## src/rtl/yuv_line_streamer_pkg.sv

```systemverilog
`default_nettype none
// +--------------------------------------------------------------------------+
// | Module      : yuv_stream_pkg                                             |
// | Description : Shared types and constants for the YUV line streamer:      |
// |               sequencer state encoding, in-flight read tag and the       |
// |               width of the per-frame line counter.                       |
// | Revision    : 1.0  initial release                                       |
// +--------------------------------------------------------------------------+
package yuv_stream_pkg;

  // Width of the LINE_CNT output (lines streamed since the last VSYNC).
  localparam int c_LINE_CNT_W = 16;

  // Read sequencer states.
  typedef enum logic [1:0] {
    ST_IDLE  = 2'd0,
    ST_READ  = 2'd1,
    ST_DRAIN = 2'd2
  } state_t;

  // Tag travelling alongside each outstanding buffer read.
  typedef struct packed {
    logic valid;  // a read was issued in this slot
    logic sof;    // word is the first beat of a frame
    logic eol;    // word is the last beat of a line
  } tag_t;

endpackage
`default_nettype wire

```

## src/rtl/yuv_line_streamer_if.sv

```systemverilog
`default_nettype none
// +--------------------------------------------------------------------------+
// | Module      : yuv_line_streamer_if                                       |
// | Description : AXI4-Stream video bus carrying the streamed YUV422 words.  |
// |               TUSER = start of frame, TLAST = end of line.               |
// | Ports       : master drives TDATA/TVALID/TUSER/TLAST, samples TREADY;    |
// |               slave is the mirror image.                                 |
// | Revision    : 1.0  initial release                                       |
// +--------------------------------------------------------------------------+
interface yuv_line_streamer_if #(
  parameter int DATA_WIDTH = 32
) ();

  logic [DATA_WIDTH-1:0] TDATA;
  logic                  TVALID;
  logic                  TREADY;
  logic                  TUSER;
  logic                  TLAST;

  modport master (
    output TDATA,
    output TVALID,
    output TUSER,
    output TLAST,
    input  TREADY
  );

  modport slave (
    input  TDATA,
    input  TVALID,
    input  TUSER,
    input  TLAST,
    output TREADY
  );

endinterface
`default_nettype wire

```

## src/rtl/yuv_line_streamer_axis_sync_fifo.sv

```systemverilog
`default_nettype none
// +--------------------------------------------------------------------------+
// | Module      : axis_sync_fifo                                             |
// | Description : First-word-fall-through FIFO over {tuser, tlast, tdata}.   |
// |               The head entry is visible on the outputs whenever the      |
// |               FIFO is not empty; outputs read as zero when empty.        |
// | Ports       : clk, rst_n (async, active-low)                             |
// |               i_push + i_tdata/i_tuser/i_tlast : write side              |
// |               i_pop                            : consume head entry      |
// |               o_tdata/o_tuser/o_tlast          : head entry              |
// |               o_empty, o_count                 : occupancy               |
// | Revision    : 1.0  initial release                                       |
// +--------------------------------------------------------------------------+
module axis_sync_fifo #(
  parameter int DATA_WIDTH = 32,
  parameter int DEPTH      = 8
) (
  input  wire logic                         clk,
  input  wire logic                         rst_n,
  input  wire logic                         i_push,
  input  wire logic [DATA_WIDTH-1:0]        i_tdata,
  input  wire logic                         i_tuser,
  input  wire logic                         i_tlast,
  input  wire logic                         i_pop,
  output logic      [DATA_WIDTH-1:0]        o_tdata,
  output logic                              o_tuser,
  output logic                              o_tlast,
  output logic                              o_empty,
  output logic      [$clog2(DEPTH+1)-1:0]   o_count
);

  localparam int c_PTR_W  = $clog2(DEPTH);
  localparam int c_CNT_W  = $clog2(DEPTH+1);
  localparam int c_WORD_W = DATA_WIDTH + 2;

  logic [c_WORD_W-1:0] r_mem [DEPTH];
  logic [c_PTR_W-1:0]  r_wr_ptr;
  logic [c_PTR_W-1:0]  r_rd_ptr;
  logic [c_CNT_W-1:0]  r_count;

  logic                w_full;
  logic                w_do_push;
  logic                w_do_pop;
  logic [c_WORD_W-1:0] w_head;

  assign o_empty   = (r_count == '0);
  assign w_full    = (r_count == c_CNT_W'(DEPTH));
  assign w_do_pop  = i_pop && !o_empty;
  // A push into a full FIFO is only accepted when the head leaves the same cycle.
  assign w_do_push = i_push && (!w_full || w_do_pop);

  always_ff @(posedge clk or negedge rst_n) begin
    if (!rst_n) begin
      r_wr_ptr <= '0;
      r_rd_ptr <= '0;
      r_count  <= '0;
    end else begin
      if (w_do_push) r_wr_ptr <= r_wr_ptr + c_PTR_W'(1);
      if (w_do_pop)  r_rd_ptr <= r_rd_ptr + c_PTR_W'(1);
      case ({w_do_push, w_do_pop})
        2'b10:   r_count <= r_count + c_CNT_W'(1);
        2'b01:   r_count <= r_count - c_CNT_W'(1);
        default: r_count <= r_count;
      endcase
    end
  end

  // Storage needs no reset: an entry is only ever read after it was written.
  always_ff @(posedge clk) begin
    if (w_do_push) r_mem[r_wr_ptr] <= {i_tuser, i_tlast, i_tdata};
  end

  assign w_head  = r_mem[r_rd_ptr];
  assign o_tdata = o_empty ? '0   : w_head[DATA_WIDTH-1:0];
  assign o_tlast = o_empty ? 1'b0 : w_head[DATA_WIDTH];
  assign o_tuser = o_empty ? 1'b0 : w_head[DATA_WIDTH+1];
  assign o_count = r_count;

endmodule
`default_nettype wire

```

## src/rtl/yuv_line_streamer.sv

```systemverilog
`default_nettype none
// +--------------------------------------------------------------------------+
// | Module      : yuv_line_streamer                                          |
// | Description : Read-side sequencer behind the camera line buffer. On each |
// |               qualified camera line it sweeps the buffer read address,   |
// |               captures the YUV422 words returned READ_LATENCY cycles     |
// |               later and emits them as an AXI4-Stream video line.         |
// | Ports       : CLK, RESETN (async, active-low)                            |
// |               VSYNC, HSYNC, RD_EN : asynchronous camera/buffer status    |
// |               ADDRB, DATA_IN      : line-buffer read port                |
// |               M_AXIS              : AXI4-Stream master                   |
// |               OVERRUN             : sticky, line arrived while busy      |
// |               LINE_CNT            : lines streamed since last VSYNC      |
// | Revision    : 1.0  initial release                                       |
// +--------------------------------------------------------------------------+
module yuv_line_streamer
  import yuv_stream_pkg::*;
#(
  parameter int ADDR_WIDTH   = 10,
  parameter int DATA_WIDTH   = 32,
  parameter int LINE_WORDS   = 320,
  parameter int READ_LATENCY = 2,
  parameter int FIFO_DEPTH   = 8
) (
  input  wire logic                    CLK,
  input  wire logic                    RESETN,
  input  wire logic                    VSYNC,
  input  wire logic                    HSYNC,
  input  wire logic                    RD_EN,
  output logic      [ADDR_WIDTH-1:0]   ADDRB,
  input  wire logic [DATA_WIDTH-1:0]   DATA_IN,
  yuv_line_streamer_if.master          M_AXIS,
  output logic                         OVERRUN,
  output logic      [c_LINE_CNT_W-1:0] LINE_CNT
);

  localparam int                c_CNT_W     = $clog2(FIFO_DEPTH+1);
  localparam int                c_OCC_W     = $clog2(2*FIFO_DEPTH+1);
  localparam logic [ADDR_WIDTH-1:0] c_LAST_ADDR = ADDR_WIDTH'(LINE_WORDS-1);

  // ---------------------------------------------------------------- sync
  logic [1:0] r_vs_sync;
  logic [1:0] r_hs_sync;
  logic [1:0] r_rd_sync;
  logic       r_vs_d;
  logic       r_hs_d;
  logic       w_vs_rise;
  logic       w_hs_rise;
  logic       w_rd_en_s;

  always_ff @(posedge CLK or negedge RESETN) begin
    if (!RESETN) begin
      r_vs_sync <= '0;
      r_hs_sync <= '0;
      r_rd_sync <= '0;
      r_vs_d    <= 1'b0;
      r_hs_d    <= 1'b0;
    end else begin
      r_vs_sync <= {r_vs_sync[0], VSYNC};
      r_hs_sync <= {r_hs_sync[0], HSYNC};
      r_rd_sync <= {r_rd_sync[0], RD_EN};
      r_vs_d    <= r_vs_sync[1];
      r_hs_d    <= r_hs_sync[1];
    end
  end

  assign w_vs_rise = r_vs_sync[1] & ~r_vs_d;
  assign w_hs_rise = r_hs_sync[1] & ~r_hs_d;
  assign w_rd_en_s = r_rd_sync[1];

  // ---------------------------------------------------------------- state
  state_t                  r_state;
  state_t                  w_state_next;
  logic [ADDR_WIDTH-1:0]   r_addr;
  logic                    r_sof_pending;
  logic                    r_overrun;
  logic [c_LINE_CNT_W-1:0] r_line_cnt;
  tag_t                    r_tag [READ_LATENCY];

  logic                    w_issue;
  logic                    w_line_done;
  logic                    w_credit;
  logic [c_OCC_W-1:0]      w_inflight;
  logic [c_OCC_W-1:0]      w_occupancy;

  logic [c_CNT_W-1:0]      w_fifo_count;
  logic                    w_fifo_empty;
  logic                    w_push;
  logic                    w_pop;
  logic [DATA_WIDTH-1:0]   w_head_tdata;
  logic                    w_head_tuser;
  logic                    w_head_tlast;

  // Outstanding reads not yet in the FIFO.
  always_comb begin
    w_inflight = '0;
    for (int k = 0; k < READ_LATENCY; k++) begin
      w_inflight = w_inflight + c_OCC_W'(r_tag[k].valid);
    end
  end

  // Every issued read reserves a FIFO slot up front, so a returning word
  // always finds room regardless of downstream backpressure.
  assign w_occupancy = c_OCC_W'(w_fifo_count) + w_inflight;
  assign w_credit    = (w_occupancy < c_OCC_W'(FIFO_DEPTH));

  always_comb begin
    w_state_next = r_state;
    w_issue      = 1'b0;
    w_line_done  = 1'b0;
    case (r_state)
      ST_IDLE: begin
        if (w_hs_rise && w_rd_en_s) w_state_next = ST_READ;
      end
      ST_READ: begin
        if (w_credit) begin
          w_issue = 1'b1;
          if (r_addr == c_LAST_ADDR) w_state_next = ST_DRAIN;
        end
      end
      ST_DRAIN: begin
        if (w_inflight == '0) begin
          w_line_done  = 1'b1;
          w_state_next = ST_IDLE;
        end
      end
      default: w_state_next = ST_IDLE;
    endcase
  end

  always_ff @(posedge CLK or negedge RESETN) begin
    if (!RESETN) begin
      r_state <= ST_IDLE;
    end else begin
      r_state <= w_state_next;
    end
  end

  // ---------------------------------------------------------------- datapath
  always_ff @(posedge CLK or negedge RESETN) begin
    if (!RESETN) begin
      r_addr        <= '0;
      r_sof_pending <= 1'b0;
      r_overrun     <= 1'b0;
      r_line_cnt    <= '0;
    end else begin
      if (w_issue) begin
        r_addr <= (r_addr == c_LAST_ADDR) ? '0 : r_addr + ADDR_WIDTH'(1);
      end

      // A new frame arms SOF for the next line start; an in-progress line is
      // left alone and finishes normally.
      if (w_vs_rise) begin
        r_sof_pending <= 1'b1;
      end else if (w_issue && (r_addr == '0) && r_sof_pending) begin
        r_sof_pending <= 1'b0;
      end

      if (w_hs_rise && (r_state != ST_IDLE)) r_overrun <= 1'b1;

      if (w_vs_rise) begin
        r_line_cnt <= '0;
      end else if (w_line_done && (r_line_cnt != '1)) begin
        r_line_cnt <= r_line_cnt + c_LINE_CNT_W'(1);
      end
    end
  end

  // Tag pipeline mirrors the buffer read latency so the tag exits exactly
  // when the matching word is valid on DATA_IN.
  always_ff @(posedge CLK or negedge RESETN) begin
    if (!RESETN) begin
      for (int k = 0; k < READ_LATENCY; k++) r_tag[k] <= '0;
    end else begin
      r_tag[0].valid <= w_issue;
      r_tag[0].sof   <= w_issue && (r_addr == '0) && r_sof_pending;
      r_tag[0].eol   <= w_issue && (r_addr == c_LAST_ADDR);
      for (int k = 1; k < READ_LATENCY; k++) r_tag[k] <= r_tag[k-1];
    end
  end

  assign w_push = r_tag[READ_LATENCY-1].valid;
  assign w_pop  = !w_fifo_empty && M_AXIS.TREADY;

  axis_sync_fifo #(
    .DATA_WIDTH (DATA_WIDTH),
    .DEPTH      (FIFO_DEPTH)
  ) u_fifo (
    .clk     (CLK),
    .rst_n   (RESETN),
    .i_push  (w_push),
    .i_tdata (DATA_IN),
    .i_tuser (r_tag[READ_LATENCY-1].sof),
    .i_tlast (r_tag[READ_LATENCY-1].eol),
    .i_pop   (w_pop),
    .o_tdata (w_head_tdata),
    .o_tuser (w_head_tuser),
    .o_tlast (w_head_tlast),
    .o_empty (w_fifo_empty),
    .o_count (w_fifo_count)
  );

  assign ADDRB         = r_addr;
  assign OVERRUN       = r_overrun;
  assign LINE_CNT      = r_line_cnt;
  assign M_AXIS.TDATA  = w_head_tdata;
  assign M_AXIS.TUSER  = w_head_tuser;
  assign M_AXIS.TLAST  = w_head_tlast;
  assign M_AXIS.TVALID = !w_fifo_empty;

endmodule
`default_nettype wire

```

## src/flat_wrapper.sv

```systemverilog
// flat-port wrapper written by rule: the top's interface ports become plain ports
module yuv_line_streamer_flat import yuv_stream_pkg::*;
#(
  parameter int ADDR_WIDTH   = 10,
  parameter int DATA_WIDTH   = 32,
  parameter int LINE_WORDS   = 320,
  parameter int READ_LATENCY = 2,
  parameter int FIFO_DEPTH   = 8
)
  (CLK, RESETN, VSYNC, HSYNC, RD_EN, ADDRB, DATA_IN, OVERRUN, LINE_CNT, M_AXIS_TDATA, M_AXIS_TVALID, M_AXIS_TUSER, M_AXIS_TLAST, M_AXIS_TREADY);
  yuv_line_streamer_if #(.DATA_WIDTH(DATA_WIDTH)) M_AXIS_i ();
  input  wire logic CLK;
  input  wire logic RESETN;
  input  wire logic VSYNC;
  input  wire logic HSYNC;
  input  wire logic RD_EN;
  output logic      [ADDR_WIDTH-1:0] ADDRB;
  input  wire logic [DATA_WIDTH-1:0] DATA_IN;
  output logic OVERRUN;
  output logic      [c_LINE_CNT_W-1:0] LINE_CNT;
  output wire logic [$bits(M_AXIS_i.TDATA)-1:0] M_AXIS_TDATA;
  output wire logic [$bits(M_AXIS_i.TVALID)-1:0] M_AXIS_TVALID;
  output wire logic [$bits(M_AXIS_i.TUSER)-1:0] M_AXIS_TUSER;
  output wire logic [$bits(M_AXIS_i.TLAST)-1:0] M_AXIS_TLAST;
  input wire logic [$bits(M_AXIS_i.TREADY)-1:0] M_AXIS_TREADY;
  assign M_AXIS_TDATA = M_AXIS_i.TDATA;
  assign M_AXIS_TVALID = M_AXIS_i.TVALID;
  assign M_AXIS_TUSER = M_AXIS_i.TUSER;
  assign M_AXIS_TLAST = M_AXIS_i.TLAST;
  assign M_AXIS_i.TREADY = M_AXIS_TREADY;
  yuv_line_streamer #(.ADDR_WIDTH(ADDR_WIDTH), .DATA_WIDTH(DATA_WIDTH), .LINE_WORDS(LINE_WORDS), .READ_LATENCY(READ_LATENCY), .FIFO_DEPTH(FIFO_DEPTH)) u_core (.CLK(CLK), .RESETN(RESETN), .VSYNC(VSYNC), .HSYNC(HSYNC), .RD_EN(RD_EN), .ADDRB(ADDRB), .DATA_IN(DATA_IN), .M_AXIS(M_AXIS_i), .OVERRUN(OVERRUN), .LINE_CNT(LINE_CNT));
endmodule
```

## config.mk

```make
export PLATFORM = sky130hd
export DESIGN_NAME = yuv_line_streamer_flat
export DESIGN_NICKNAME = d
export VERILOG_FILES = /design/src/rtl/yuv_line_streamer_pkg.sv /design/src/rtl/yuv_line_streamer_if.sv /design/src/rtl/yuv_line_streamer_axis_sync_fifo.sv /design/src/rtl/yuv_line_streamer.sv /design/src/flat_wrapper.sv
export SDC_FILE = /design/constraint.sdc
export NUM_CORES = 1
export LEC_CHECK = 0
export ABC_CLOCK_PERIOD_IN_PS = 4400
export CORE_MARGIN = 2
export CORE_UTILIZATION = 52
export DETAILED_ROUTE_END_ITERATION = 16
export HOLD_SLACK_MARGIN = 0.02
export PLACE_DENSITY = 0.75
export SLEW_MARGIN = 15
export SYNTH_ARGS = -nofsm -noshare
export SYNTH_HDL_FRONTEND = slang
export SYNTH_HIERARCHICAL = 1
export SYNTH_SLANG_ARGS = --single-unit
export TNS_END_PERCENT = 10
```

## constraint.sdc

```tcl
create_clock -name CLK -period 4.4 [get_ports CLK]
set_input_delay 0.66 -clock CLK [delete_from_list [all_inputs] [get_ports CLK]]
set_output_delay 0.66 -clock CLK [all_outputs]
set_load 0.005 [all_outputs]
```

Word level (Yosys, flattened, before mapping)
Memory sizes are Yosys's and may differ from the RTL's.
Cells that the tools add are included.

cells by class
  order comparisons = 1
  add/sub/neg operators = 8
  reductions and logical operators = 21
  equality and inequality tests = 11
  bitwise logic cells = 4
  mux-type cells = 20

operator list
  kind                                                        number
  2-to-1 mux 16 bit                                           2
  2-to-1 mux 32 bit                                           1
  adder 16 x 1 -> 16 bit, second input constant               1
  inequality test 16 bit, second input constant               1
  adder 10 x 1 -> 10 bit, second input constant               1
  equality test 10 x 9 -> 1 bit, second input constant        1
  logical NOT 10 bit                                          1
  2-to-1 mux 1 bit                                            10
  2-to-1 mux 10 bit                                           1
  logical AND 1 bit                                           9
  2-to-1 mux 2 bit                                            4
  inequality test 2 x 1 -> 1 bit, second input constant       4
  one-hot mux 4 bit (2 select lines)                          1
  nonzero test 2 bit                                          4
  adder 3 x 1 -> 3 bit, second input constant                 2
  one-hot mux 2 bit (3 select lines)                          1
  adder 4 x 5 -> 5 bit                                        1
  logical NOT 5 bit                                           1
  less-than comparator 5 x 4 -> 1 bit, second input constant  1
  adder 4 x 1 -> 4 bit, second input constant                 1
  equality test 2 x 1 -> 1 bit, second input constant         2
  equality test 2 bit, second input constant                  2
  equality test 4 bit, second input constant                  1
  logical NOT 4 bit                                           1
  other kinds (8)                                             11

storage, ports and cells
  register bits = 54
  bits of input ports = 38
  word-level logic and storage cells = 85
  memories = 1
  output and inout bits = 62
  bits in writable memories = 272

memories
  memory               words  bits a word  read ports  clocked after Yosys merged registers in  wr ports  RTL line                                source
  u_core.u_fifo.r_mem  8      34           1           0                                        1         yuv_line_streamer_axis_sync_fifo.sv:36  logic [c_WORD_W-1:0] r_mem [DEPTH];

Depth between registers and ports, before layout
Gate-level depths: netlist of the first run.

  depth after elaboration = 9
  mapped depth = 14
  depth with buffers taken out = 11

By module
The synthesis of the first run kept the hierarchy.

by module, submodules not included
  module             area an instance (µm²)  seq. area each (µm²)  times used  cells an instance
  axis_sync_fifo     10945.5                 8418.1                1           496
  yuv_line_streamer  2035.7                  1101.1                1           196

Worst setup path before layout of the first run
OpenSTA, ideal clock, no wires.

  path type = register -> register
  from = register u_core.u_fifo.r_count[2] (netlist: u_core/u_fifo/o_count[2])
  to = memory u_core/u_fifo/r_mem[0][0] (netlist bit) (enable)
  period minus slack after synthesis = 4.505 ns
  data required time = 3.932 ns
  path buffers = 3
  arrival time = 4.038 ns
  cell stages (with the launch flop) = 10
  slack = -0.105 ns
  cells stage by stage = dfrtp_1 -> or3_1 -> buf_6 -> nor2_2 -> buf_2 -> nor2b_1 -> clkbuf_1 -> o31a_4 -> or2b_1 -> nor3_1

on the way
  cells in the longest elaborated chain, start to end = 8

ends and longest elaborated chain
  what                                    RTL line                                source
  start, declared                         yuv_line_streamer_axis_sync_fifo.sv:39  logic [c_CNT_W-1:0] r_count;
  start signal, assigned                  yuv_line_streamer_axis_sync_fifo.sv:61  2'b10: r_count <= r_count + c_CNT_W'(1);
  start signal, assigned                  yuv_line_streamer_axis_sync_fifo.sv:62  2'b01: r_count <= r_count - c_CNT_W'(1);
  start signal, assigned                  yuv_line_streamer_axis_sync_fifo.sv:63  default: r_count <= r_count;
  logical NOT 4 bit                       yuv_line_streamer_axis_sync_fifo.sv:46  assign o_empty = (r_count == '0);
  named net u_core.w_fifo_empty           yuv_line_streamer.sv:87                 logic w_fifo_empty;
  logical NOT 1 bit                       yuv_line_streamer.sv:183                assign w_pop = !w_fifo_empty && M_AXIS.TREADY;
  logical AND 1 bit                       yuv_line_streamer.sv:183
  named net u_core.w_pop                  yuv_line_streamer.sv:89                 logic w_pop;
  logical AND 1 bit                       yuv_line_streamer_axis_sync_fifo.sv:48  assign w_do_pop = i_pop && !o_empty;
  logical OR 1 bit                        yuv_line_streamer_axis_sync_fifo.sv:50  assign w_do_push = i_push && (!w_full || w_do_pop);
  logical AND 1 bit                       yuv_line_streamer_axis_sync_fifo.sv:50
  2-to-1 mux 1 bit                        yuv_line_streamer_axis_sync_fifo.sv:70  if (w_do_push) r_mem[r_wr_ptr] <= {i_tuser, i_tlast, i_tdata};
  2-to-1 mux 1 bit (not written as such)  yuv_line_streamer_axis_sync_fifo.sv:70
  end, declared                           yuv_line_streamer_axis_sync_fifo.sv:36

The timed path passes the listed nets, and every way through them passes these cells.

Final worst setup path of the first run
  from = register u_core.u_fifo.r_rd_ptr[0]
  to = output port M_AXIS_TDATA[26]

on the way
  cells in the longest elaborated chain, start to end = 2

ends and longest elaborated chain
  what                      RTL line                                source
  start, declared           yuv_line_streamer_axis_sync_fifo.sv:38  logic [c_PTR_W-1:0] r_rd_ptr;
  start signal, assigned    yuv_line_streamer_axis_sync_fifo.sv:59  if (w_do_pop) r_rd_ptr <= r_rd_ptr + c_PTR_W'(1);
  memory read (8 x 34 bit)  -
  2-to-1 mux 32 bit         yuv_line_streamer_axis_sync_fifo.sv:74  assign o_tdata = o_empty ? '0 : w_head[DATA_WIDTH-1:0];
  end, declared             flat_wrapper.sv:21                      output wire logic [$bits(M_AXIS_i.TDATA)-1:0] M_AXIS_TDATA;

No other way between the ends.

==> impl_metrics.csv, run 1 <==
group,metric,value,unit
timing,finalClockSkew,0.0169,ns
synth,ys.flop_type,"edfxtp_1",
power,power,10.1,mW
synth,syn-instance-count,692,
critical_path,critPathKind,"flip-flop to primary output",
final_layout,layout_common_cells,"edfxtp_1 (272), clkdlybuf4s50_1 (98), mux4_2 (68)",
timing,clock.fmax,274,MHz
timing,rsz0062_at_grt,"no",
clock_tree,cts_tree,"yes",
clock_tree,path_clk_slew,0.06,ns
timing,tns,0,ns
placed_design,dp.cells,1102,
final_layout,final_common_cell,"edfxtp_1",
timing,drv_slew,0,
outcome,status,"complete, no violations",
placed_design,finalWeightedCongestion,0.846,
final_layout,diodes,0,
timing,relSlewSlack,31.0,%
clock_tree,postCtsSetupBuffers,0,
clock_tree,cts.sinks,326,
clock_tree,clock_path_buffers,3,
synth,synth_edf_count,272,
critical_path,start_kind,"flip-flop",
min_path,holdCritPathClass,"primary input to asynchronous set/reset pin",
synth,syn_area_per_cell,18.8,µm²
final_layout,area_delta_synth_final,19.3,%
global_route,antenna_found_initial,0,
detailed_routing,routed_wirelength,25000,µm
detailed_routing,antenna_left,0,
synth,synth-seq-area-share,73.3,%
synth,syn_area,13000,µm²
critical_path,arrival,2.98,ns
power,p_leak,5.32,nW
global_route,grt_pass1_wl,39300,µm
timing,worstMarginPinSlew,1.03,ns
floorplan,die_y,162,µm
synth,syn-num-nets,741,
synth,ys_ff_latch,326,
power,p_per_area,653,nW/µm²
detailed_routing,wl_per_cell,21.5,µm
run,maxCapViolCount,0,
clock_tree,ctsResizeCount,0,
synth,async_reset_ff_share,16.6,%
timing,setup_viol_count_final,0,
final_layout,fill_cells,1669,
critical_path,reg2reg_depth,11,
global_route,grt_usage,19.3,%
critical_path,worstReg2RegEnd,"u_core/u_fifo/o_count[3]",
global_route,grt_pass1_vias,7164,
floorplan,die_x,162,µm
clock_tree,clk_latency,0.55,ns
floorplan,rows,57,
detailed_routing,drt_iter0_drc,437,
floorplan,io-pin-count,100,
clock_tree,ctsRootBufferMaster,"clkbuf_16",
clock_tree,htree_num_levels,1,
detailed_routing,via_count,6796,
critical_path,rr_startpoint,"u_core/u_fifo/o_count[0]",
synth,synth.distinct_cells,58,
floorplan,start_util,53.2,%
placed_design,hpwl,14900,µm
floorplan,coreArea,24400,µm²
final_layout,drive_above_1_share,18.5,%
detailed_routing,drt-vias-per-instance,5.86,
detailed_routing,drc,0,
critical_path,endpoint_kind,"primary output",
clock_tree,holdBufCountCts,0,
critical_path,reg2reg_slack,1.34,ns
critical_path,crit_required,3.74,ns
global_route,grt_start_max_net_pins,55,
floorplan,die_area,26200,µm²
clock_tree,cts_buffers,31,
final_layout,layout.nets,860,
global_route,grt.overflow.total,0,
final_layout,fin_cells,1160,
placed_design,port_buffers,99,
final_layout,utilization,63.5,%
power,peakVddDrop,329,µV
synth,yosysWarnings,6,
timing,period_share,82.8,%
detailed_routing,dr.pass1.iters,4,
timing,post-route-min-period,3.64,ns
timing,timing.final.hold_violations,0,
critical_path,crit_fanout,25,
## critical path, cell delays in order, from the launching register on
cell,delay (ns)
dfrtp_4,0.76
buf_4,0.40
mux4_2,0.56
mux2i_1,0.16
nor2_1,0.07
clkdlybuf4s50_1,0.46
## logic make-up (layout without fill, tap and decap cells)
logic type	count (synthesis)	after routing	synth area share, %
DFF	326	326	73.3
and+or+nand+nor	133	133	5.29
muxes	108	108	15.0
AOI/OAI and AO/OA	59	59	3.05
buffers and inverters	46	190	1.65
adders and majority gates	11	11	1.12
xor gates and xnor gates	9	9	0.607
## layout make-up
type | count | area [µm²] | share of cell area, %
sequential | 326 | 9530 | 61.5
multi-input combinational | 320 | 3310 | 21.4
timing repair buffer | 116 | 1160 | 7.51
clock buffer | 49 | 946 | 6.11
tap | 324 | 405 | 2.62
clock inverter | 9 | 75.1 | 0.485
inverter | 16 | 60.1 | 0.388
## Yosys cell counts, drive strengths merged, types with 8 or more instances
| cell type | instances | area (µm²) |
|---|---|---|
| a21oi | 15 | 75.1 |
| buf | 21 | 120 |
| clkbuf | 9 | 33.8 |
| dfrtp | 54 | 1350 |
| edfxtp | 272 | 8170 |
| ha | 10 | 125 |
| inv | 16 | 60.1 |
| mux2i | 35 | 350 |
| mux4 | 68 | 1530 |
| nand2 | 16 | 60.1 |
| nand3 | 11 | 55.1 |
| nor2 | 48 | 183 |
| nor3 | 12 | 60.1 |
| o21ai | 16 | 80.1 |
| or3 | 8 | 50.1 |
| or4 | 8 | 60.1 |
## power by group
part | switching, mW | internal, mW | total, mW
combinational | 1.44 | 1.74 | 3.17
clock | 1.06 | 1.53 | 2.59
sequential | 0.416 | 3.94 | 4.35
total | 2.91 | 7.20 | 10.1
## metal layers
layer | track usage (%) | vias up | routed length, µm
met5 | 0 | - | 0
met4 | 4.22 | 0 | 443
met3 | 3.27 | 40 | 1540
met2 | 33.3 | 244 | 12700
met1 | 26.2 | 3493 | 10300
li1 | - | 3019 | -
## how the worst max path moves through the flow
stage,depth (start not counted),to,startpoint,slack [ns]
global placement,6,u_core/u_fifo/r_mem[2][7],M_AXIS_TREADY,1.11
global route,5,M_AXIS_TDATA[21],u_core/u_fifo/r_rd_ptr[0],0.55
CTS,5,M_AXIS_TDATA[26],u_core/u_fifo/r_rd_ptr[0],0.67
floorplan,9,u_core/u_fifo/r_mem[1][0],u_core/u_fifo/o_count[2],0.07
detailed placement,10,u_core/u_fifo/o_count[3],M_AXIS_TREADY,1.04
finish,5,M_AXIS_TDATA[26],u_core/u_fifo/r_rd_ptr[0],0.76
## registers in the layout (all words and copies together), names as in the netlist
| name | count |
|---|---|
| u_core/LINE_CNT | 16 |
| u_core/r_vs_d | 1 |
| u_core/u_fifo/o_count | 4 |
| u_core/r_hs_sync | 2 |
| u_core/r_state | 2 |
| u_core/r_tag | 5 |
| u_core/u_fifo/r_mem | 272 |
| u_core/r_sof_pending | 1 |
| u_core/OVERRUN | 1 |
| u_core/u_fifo/r_rd_ptr | 3 |
| u_core/r_hs_d | 1 |
| u_core/ADDRB | 10 |
| u_core/u_fifo/r_wr_ptr | 3 |
| u_core/r_vs_sync | 2 |
| u_core/w_push | 1 |
| u_core/r_rd_sync | 2 |
## per-stage QoR
step                      hold slack (ns)  worst slack (ns)  area [µm²]
after global placement              0.334              1.11       14500
after floorplan                     0.331            0.0666       13000
after CTS                           0.249             0.666       15500
after detailed placement            0.338              1.04       14500
final                               0.226             0.756       15500
after global routing                0.278             0.551       15500
Power figures use the tool's default switching activity.
==> run 2: changes to the inputs <==
- ABC_CLOCK_PERIOD_IN_PS: 4400 -> 3250
- clock period: 4.4 -> 3.25 ns (I/O delays scaled with it)
==> run 2 against run 1 <==
Against the previous run:
- wire length up 4.2%
- clock skew up 0.0048 ns
- highest routed layer is now met5
- global-route usage up 1.0 points
- via count up 1.6%
- setup slack worse by 0.61 ns
==> impl_metrics.csv, run 2 (same netlist as run 1, synthesis figures left out) <==
group,metric,value,unit
outcome,status,"complete, no violations",
critical_path,start_kind,"flip-flop",
timing,period_share,95.6,%
critical_path,critPathKind,"flip-flop to primary output",
detailed_routing,wl_per_cell,22.1,µm
critical_path,rr_startpoint,"u_core/u_fifo/o_count[1]",
critical_path,arrival,2.62,ns
timing,relSlewSlack,23.9,%
critical_path,crit_fanout,38,
clock_tree,clk_latency,0.52,ns
clock_tree,htree_num_levels,2,
clock_tree,cts_tree,"yes",
clock_tree,ctsRootBufferMaster,"clkbuf_16",
timing,rsz0062_at_grt,"no",
floorplan,die_x,162,µm
floorplan,die_area,26200,µm²
power,p_per_area,912,nW/µm²
floorplan,die_y,162,µm
critical_path,crit_start,"u_core/u_fifo/r_rd_ptr[1]",
placed_design,dpl-instance-area,14600,µm²
final_layout,layout_common_cells,"edfxtp_1 (272), clkdlybuf4s50_1 (98), mux4_2 (68)",
final_layout,top_register,"u_core/u_fifo/r_mem",
detailed_routing,drc,0,
timing,setup_viol_count_final,0,
timing,timing.final.hold_violations,0,
clock_tree,clock_path_buffers,3,
global_route,grt_pass1_vias,7209,
clock_tree,cts.sinks,326,
detailed_routing,drt-vias-per-instance,5.86,
run,maxCapViolCount,0,
clock_tree,cts_buffers,34,
detailed_routing,dr.pass1.iters,5,
floorplan,rows,57,
final_layout,drive_above_1_share,19.9,%
final_layout,layout.nets,877,
detailed_routing,via_count,6905,
final_layout,fin_cells,1178,
final_layout,area_delta_synth_final,21.4,%
placed_design,port_buffers,99,
global_route,grt.overflow.total,0,
final_layout,final_common_cell,"edfxtp_1",
power,p_leak,5.45,nW
critical_path,crit_required,2.76,ns
timing,post-route-min-period,3.11,ns
final_layout,largest_reg_flops,272,
detailed_routing,routed_wirelength,26000,µm
detailed_routing,drt_iter0_drc,517,
critical_path,endpoint_kind,"primary output",
global_route,grt_start_max_net_pins,39,
critical_path,reg2reg_depth,12,
global_route,grt_pass1_wl,40400,µm
floorplan,start_util,53.2,%
timing,worstMarginPinSlew,1.14,ns
placed_design,finalWeightedCongestion,0.845,
power,peakVddDrop,575,µV
placed_design,hpwl,15200,µm
clock_tree,path_clk_slew,0.06,ns
timing,finalClockSkew,0.0217,ns
final_layout,final_area,15800,µm²
floorplan,io-pin-count,100,
critical_path,reg2reg_slack,0.26,ns
floorplan,coreArea,24400,µm²
placed_design,dp.cells,1113,
detailed_routing,antenna_left,0,
timing,clock.fmax,322,MHz
min_path,holdCritPathClass,"primary input to asynchronous set/reset pin",
global_route,antenna_found_initial,2,
global_route,grt_usage,20.3,%
timing,drv_slew,0,
critical_path,worstReg2RegEnd,"u_core/u_fifo/o_count[3]",
## run 2: cell count changes in the layout (fill, tap and decap cells not counted), moves of 3 or more
cell       before  now
clkbuf_8        6    1
clkinv_2        5    2
bufinv_16       1    6
buf_4          13   25
clkinv_1        1    6
clkbuf_1       10    7
## run 2: what timing repair did
item,CTS,global route
endpoints found under the setup margin,12,0
hold buffers,0,0
gates resized for setup,2,0
buffers inserted,3,0
## run 2: where the power goes
part | internal (mW) | total (mW) | switching, mW | leakage [nW]
Sequential | 5.34 | 5.75 | 0.410 | 3.16
Combinational | 2.46 | 4.66 | 2.19 | 1.74
Clock | 2.44 | 3.95 | 1.52 | 0.553
## run 2: worst max-delay path by stage
stage / to / slack [ns]
after floorplan: u_core/u_fifo/r_mem[2][0] / -0.33
after global placement: u_core/u_fifo/r_mem[3][25] / 0.26
after detailed placement: u_core/u_fifo/o_count[3] / 0.27
after CTS: M_AXIS_TDATA[1] / 0.12
after global routing: M_AXIS_TDATA[28] / 0.04
final: M_AXIS_TDATA[1] / 0.14
## run 2: cell type report
| cell class | count | area, µm² |
|---|---|---|
| Sequential cell | 326 | 9530 |
| Clock inverter | 19 | 262 |
| Multi-Input combinational cell | 320 | 3320 |
| Clock buffer | 42 | 891 |
| Tap cell | 324 | 405 |
| Timing Repair Buffer | 130 | 1280 |
| Inverter | 16 | 60.1 |
| Fill cell | 1669 | 8640 |
| Antenna cell | 1 | 2.50 |
## run 2: routing by layer
metal	track usage [%]	up-vias	share of wire (%)
met4	5.79	2	1.7
met3	4.06	37	6.2
li1	-	3055	-
met2	35.1	256	52
met5	0	-	0.050
met1	26.5	3555	41
## run 2: worst max-delay path, stage by stage (launching register included)
cell and delay (ns):
dfrtp_4 0.65, buf_12 0.29, mux4_2 0.39, mux2i_1 0.20, nor2_1 0.10, clkdlybuf4s50_1 0.47
## run 2: through the flow
step	utilization, %	TNS, ns	hold WS (ns)	power (mW)	setup slack (ns)
floorplan	-	-59.57	0.192	8.42	-0.327
detailed placement	59.7	0	0.339	10.5	0.265
CTS	64.6	0	0.0988	14.5	0.124
global route	64.6	0	0.143	15.0	0.0400
finish	64.6	0	0.0884	14.4	0.142
global placement	59.7	0	0.335	10.3	0.262
==> run 3: changes to the inputs <==
- ABC_CLOCK_PERIOD_IN_PS: 3250 -> 3900
- CORE_UTILIZATION: 52 -> 54
- MAX_ROUTING_LAYER: not set -> met4
- SETUP_SLACK_MARGIN: not set -> 0.02
- clock period: 3.25 -> 3.9 ns (I/O delays scaled with it)
==> run 3 against run 2 <==
Against the previous run:
- non-clock buffer count down 11
- combinational power decreased by 22%
- die area down 3.6%
- via count down 1.8%
- total power down 18%
- clock skew is 0.012 ns lower
- final cell count fell by 1.4%
==> impl_metrics.csv, run 3 (same netlist as run 1, synthesis figures left out) <==
group,metric,value,unit
final_layout,drive_above_1_share,19.0,%
timing,worstMarginPinSlew,0.995,ns
min_path,hold_start,"u_core/r_rd_sync[0]",
critical_path,slowest_stage,"dfrtp_4",
clock_tree,ctsResizeCount,0,
run,maxCapViolCount,0,
timing,relSlewSlack,33.6,%
global_route,antenna_found_initial,1,
floorplan,die_area,25300,µm²
min_path,holdPathStages,0,
timing,drv_slew,0,
detailed_routing,via_count,6784,
final_layout,area_delta_synth_final,20.4,%
power,p_per_area,751,nW/µm²
final_layout,layout.nets,867,
floorplan,die_x,159,µm
detailed_routing,routed_wirelength,25300,µm
outcome,status,"complete, no violations",
critical_path,crit_path_max_incr_delay,0.75,ns
placed_design,hpwl,15100,µm
power,seqPwrFrac,41.7,%
critical_path,crit_fanout,25,
critical_path,critPathKind,"flip-flop to primary output",
final_layout,top_register,"u_core/u_fifo/r_mem",
timing,finalClockSkew,0.00973,ns
clock_tree,postCtsSetupBuffers,0,
critical_path,reg2reg_slack,0.80,ns
floorplan,start_util,55.1,%
power,power,11.7,mW
clock_tree,cts.sinks,326,
global_route,grt.overflow.total,0,
clock_tree,ctsRootBufferMaster,"clkbuf_16",
power,internal-power,8.37,mW
detailed_routing,dr.pass1.iters,4,
global_route,grt_start_max_net_pins,41,
min_path,holdCritPathClass,"flip-flop to flip-flop",
detailed_routing,antenna_left,0,
timing,rsz0062_at_grt,"no",
clock_tree,cts_buffers,35,
detailed_routing,drt-vias-per-instance,5.84,
critical_path,crit_path_cell_trace,"buf_12 > mux4_2 > mux2i_1 > nor2_1 > clkdlybuf4s50_1",
clock_tree,clk_latency,0.51,ns
floorplan,die_y,159,µm
power,p_sw_share,28.7,%
floorplan,rows,56,
final_layout,final_area,15600,µm²
clock_tree,path_clk_slew,0.06,ns
final_layout,final_common_cell,"edfxtp_1",
detailed_routing,drc,0,
timing,period_share,88.9,%
global_route,grt_usage,21.0,%
timing,setup_viol_count_final,0,
critical_path,rr_startpoint,"u_core/u_fifo/o_count[1]",
critical_path,arrival,2.88,ns
clock_tree,cts_tree,"yes",
global_route,grt_pass1_vias,7274,
global_route,grt_pass1_wl,40000,µm
clock_tree,clock_path_buffers,3,
floorplan,coreArea,23500,µm²
power,clockPowerShare,27.2,%
final_layout,largest_reg_flops,272,
power,switchingPower,3.37,mW
placed_design,port_buffers,99,
final_layout,fill_cells,1573,
detailed_routing,wl_per_cell,21.8,µm
power,combPwrFrac,31.1,%
critical_path,crit_required,3.31,ns
min_path,holdPathEnd,"u_core/r_rd_sync[1]",
power,p_leak,5.39,nW
power,peakVddDrop,419,µV
critical_path,reg2reg_depth,12,
critical_path,start_kind,"flip-flop",
timing,post-route-min-period,3.47,ns
placed_design,dpl-instance-area,14500,µm²
critical_path,endpoint_kind,"primary output",
floorplan,io-pin-count,100,
critical_path,worstReg2RegEnd,"u_core/u_fifo/o_count[3]",
critical_path,crit_start,"u_core/u_fifo/r_rd_ptr[0]",
timing,tns,0,ns
timing,timing.final.hold_violations,0,
timing,clock.fmax,289,MHz
final_layout,layout_common_cells,"edfxtp_1 (272), clkdlybuf4s50_1 (98), mux4_2 (68)",
placed_design,finalWeightedCongestion,0.821,
clock_tree,htree_num_levels,2,
detailed_routing,drt_iter0_drc,428,
[run 3: cell count changes in the layout (fill, tap and decap cells not counted), sizes merged]
cell | before | now
clkinvlp | 2 | 0
dlygate4sd3 | 0 | 1
buf | 32 | 20
inv | 18 | 17
clkinv | 9 | 12
bufinv | 6 | 3
clkbuf | 42 | 44
[run 3: area by class of cell]
cell class                 count  area [µm²]  area share (%)
timing repair buffer         119        1210            7.77
clock inverter                16         161            1.03
antenna                        1        2.50          0.0160
multi-input combinational    320        3310            21.2
sequential                   326        9530            60.9
clock buffer                  44         952            6.09
inverter                      16        60.1           0.384
tap                          319         399            2.55
[run 3: worst max path at each step]
| stage | endpoint | slack [ns] | cells after the start |
|---|---|---|---|
| 2_1_floorplan | u_core/u_fifo/r_mem[1][0] | -0.43 | 9 |
| 3_3_place_gp | u_core/u_fifo/r_mem[2][20] | 0.89 | 7 |
| 3_5_place_dp | u_core/u_fifo/r_mem[6][9] | 0.83 | 7 |
| 4_1_cts | M_AXIS_TLAST | 0.36 | 5 |
| 5_1_grt | M_AXIS_TLAST | 0.24 | 5 |
| 6_report | M_AXIS_TLAST | 0.43 | 5 |
[run 3: stage by stage]
step           setup WS, ns  util [%]  hold WS, ns  cells
3_5_place_dp          0.832      61.6        0.336   1099
6_report              0.435      66.4        0.347   1161
4_1_cts               0.358      66.4        0.349   1160
2_1_floorplan        -0.433         -        0.289    692
3_3_place_gp          0.889      61.6        0.332   1099
5_1_grt               0.243      66.4        0.362   1161
[run 3: per-layer routing]
layer | vias to the layer above | global-route usage, % | share of wire, %
met5 | - | - | 0
met4 | 0 | 6.07 | 1.8
met3 | 35 | 4.25 | 5.6
met2 | 226 | 35.0 | 51
met1 | 3492 | 26.6 | 42
li1 | 3031 | - | -
[run 3: repair_timing]
item                                    4_1_cts  5_1_grt
endpoints found under the setup margin        0        0
hold endpoints to repair                     13        0
hold buffers                                  1        0
[run 3: critical path, delay by kind of cell, from the launching register on]
| family | cells | cell delay (ns) |
|---|---|---|
| buffers and inverters | 2 | 0.77 |
| DFF | 1 | 0.75 |
| muxes | 2 | 0.75 |
| and+or+nand+nor | 1 | 0.08 |
[run 3: power groups by stage]
stage | Clock, mW | Sequential, mW | Combinational [mW]
final | 3.19 | 4.89 | 3.65
after global routing | 3.39 | 4.96 | 3.93
after CTS | 3.26 | 4.90 | 3.71
after detailed placement | 0 | 4.97 | 3.68
after global placement | 0 | 4.92 | 3.59
after floorplan | 0 | 4.68 | 2.34
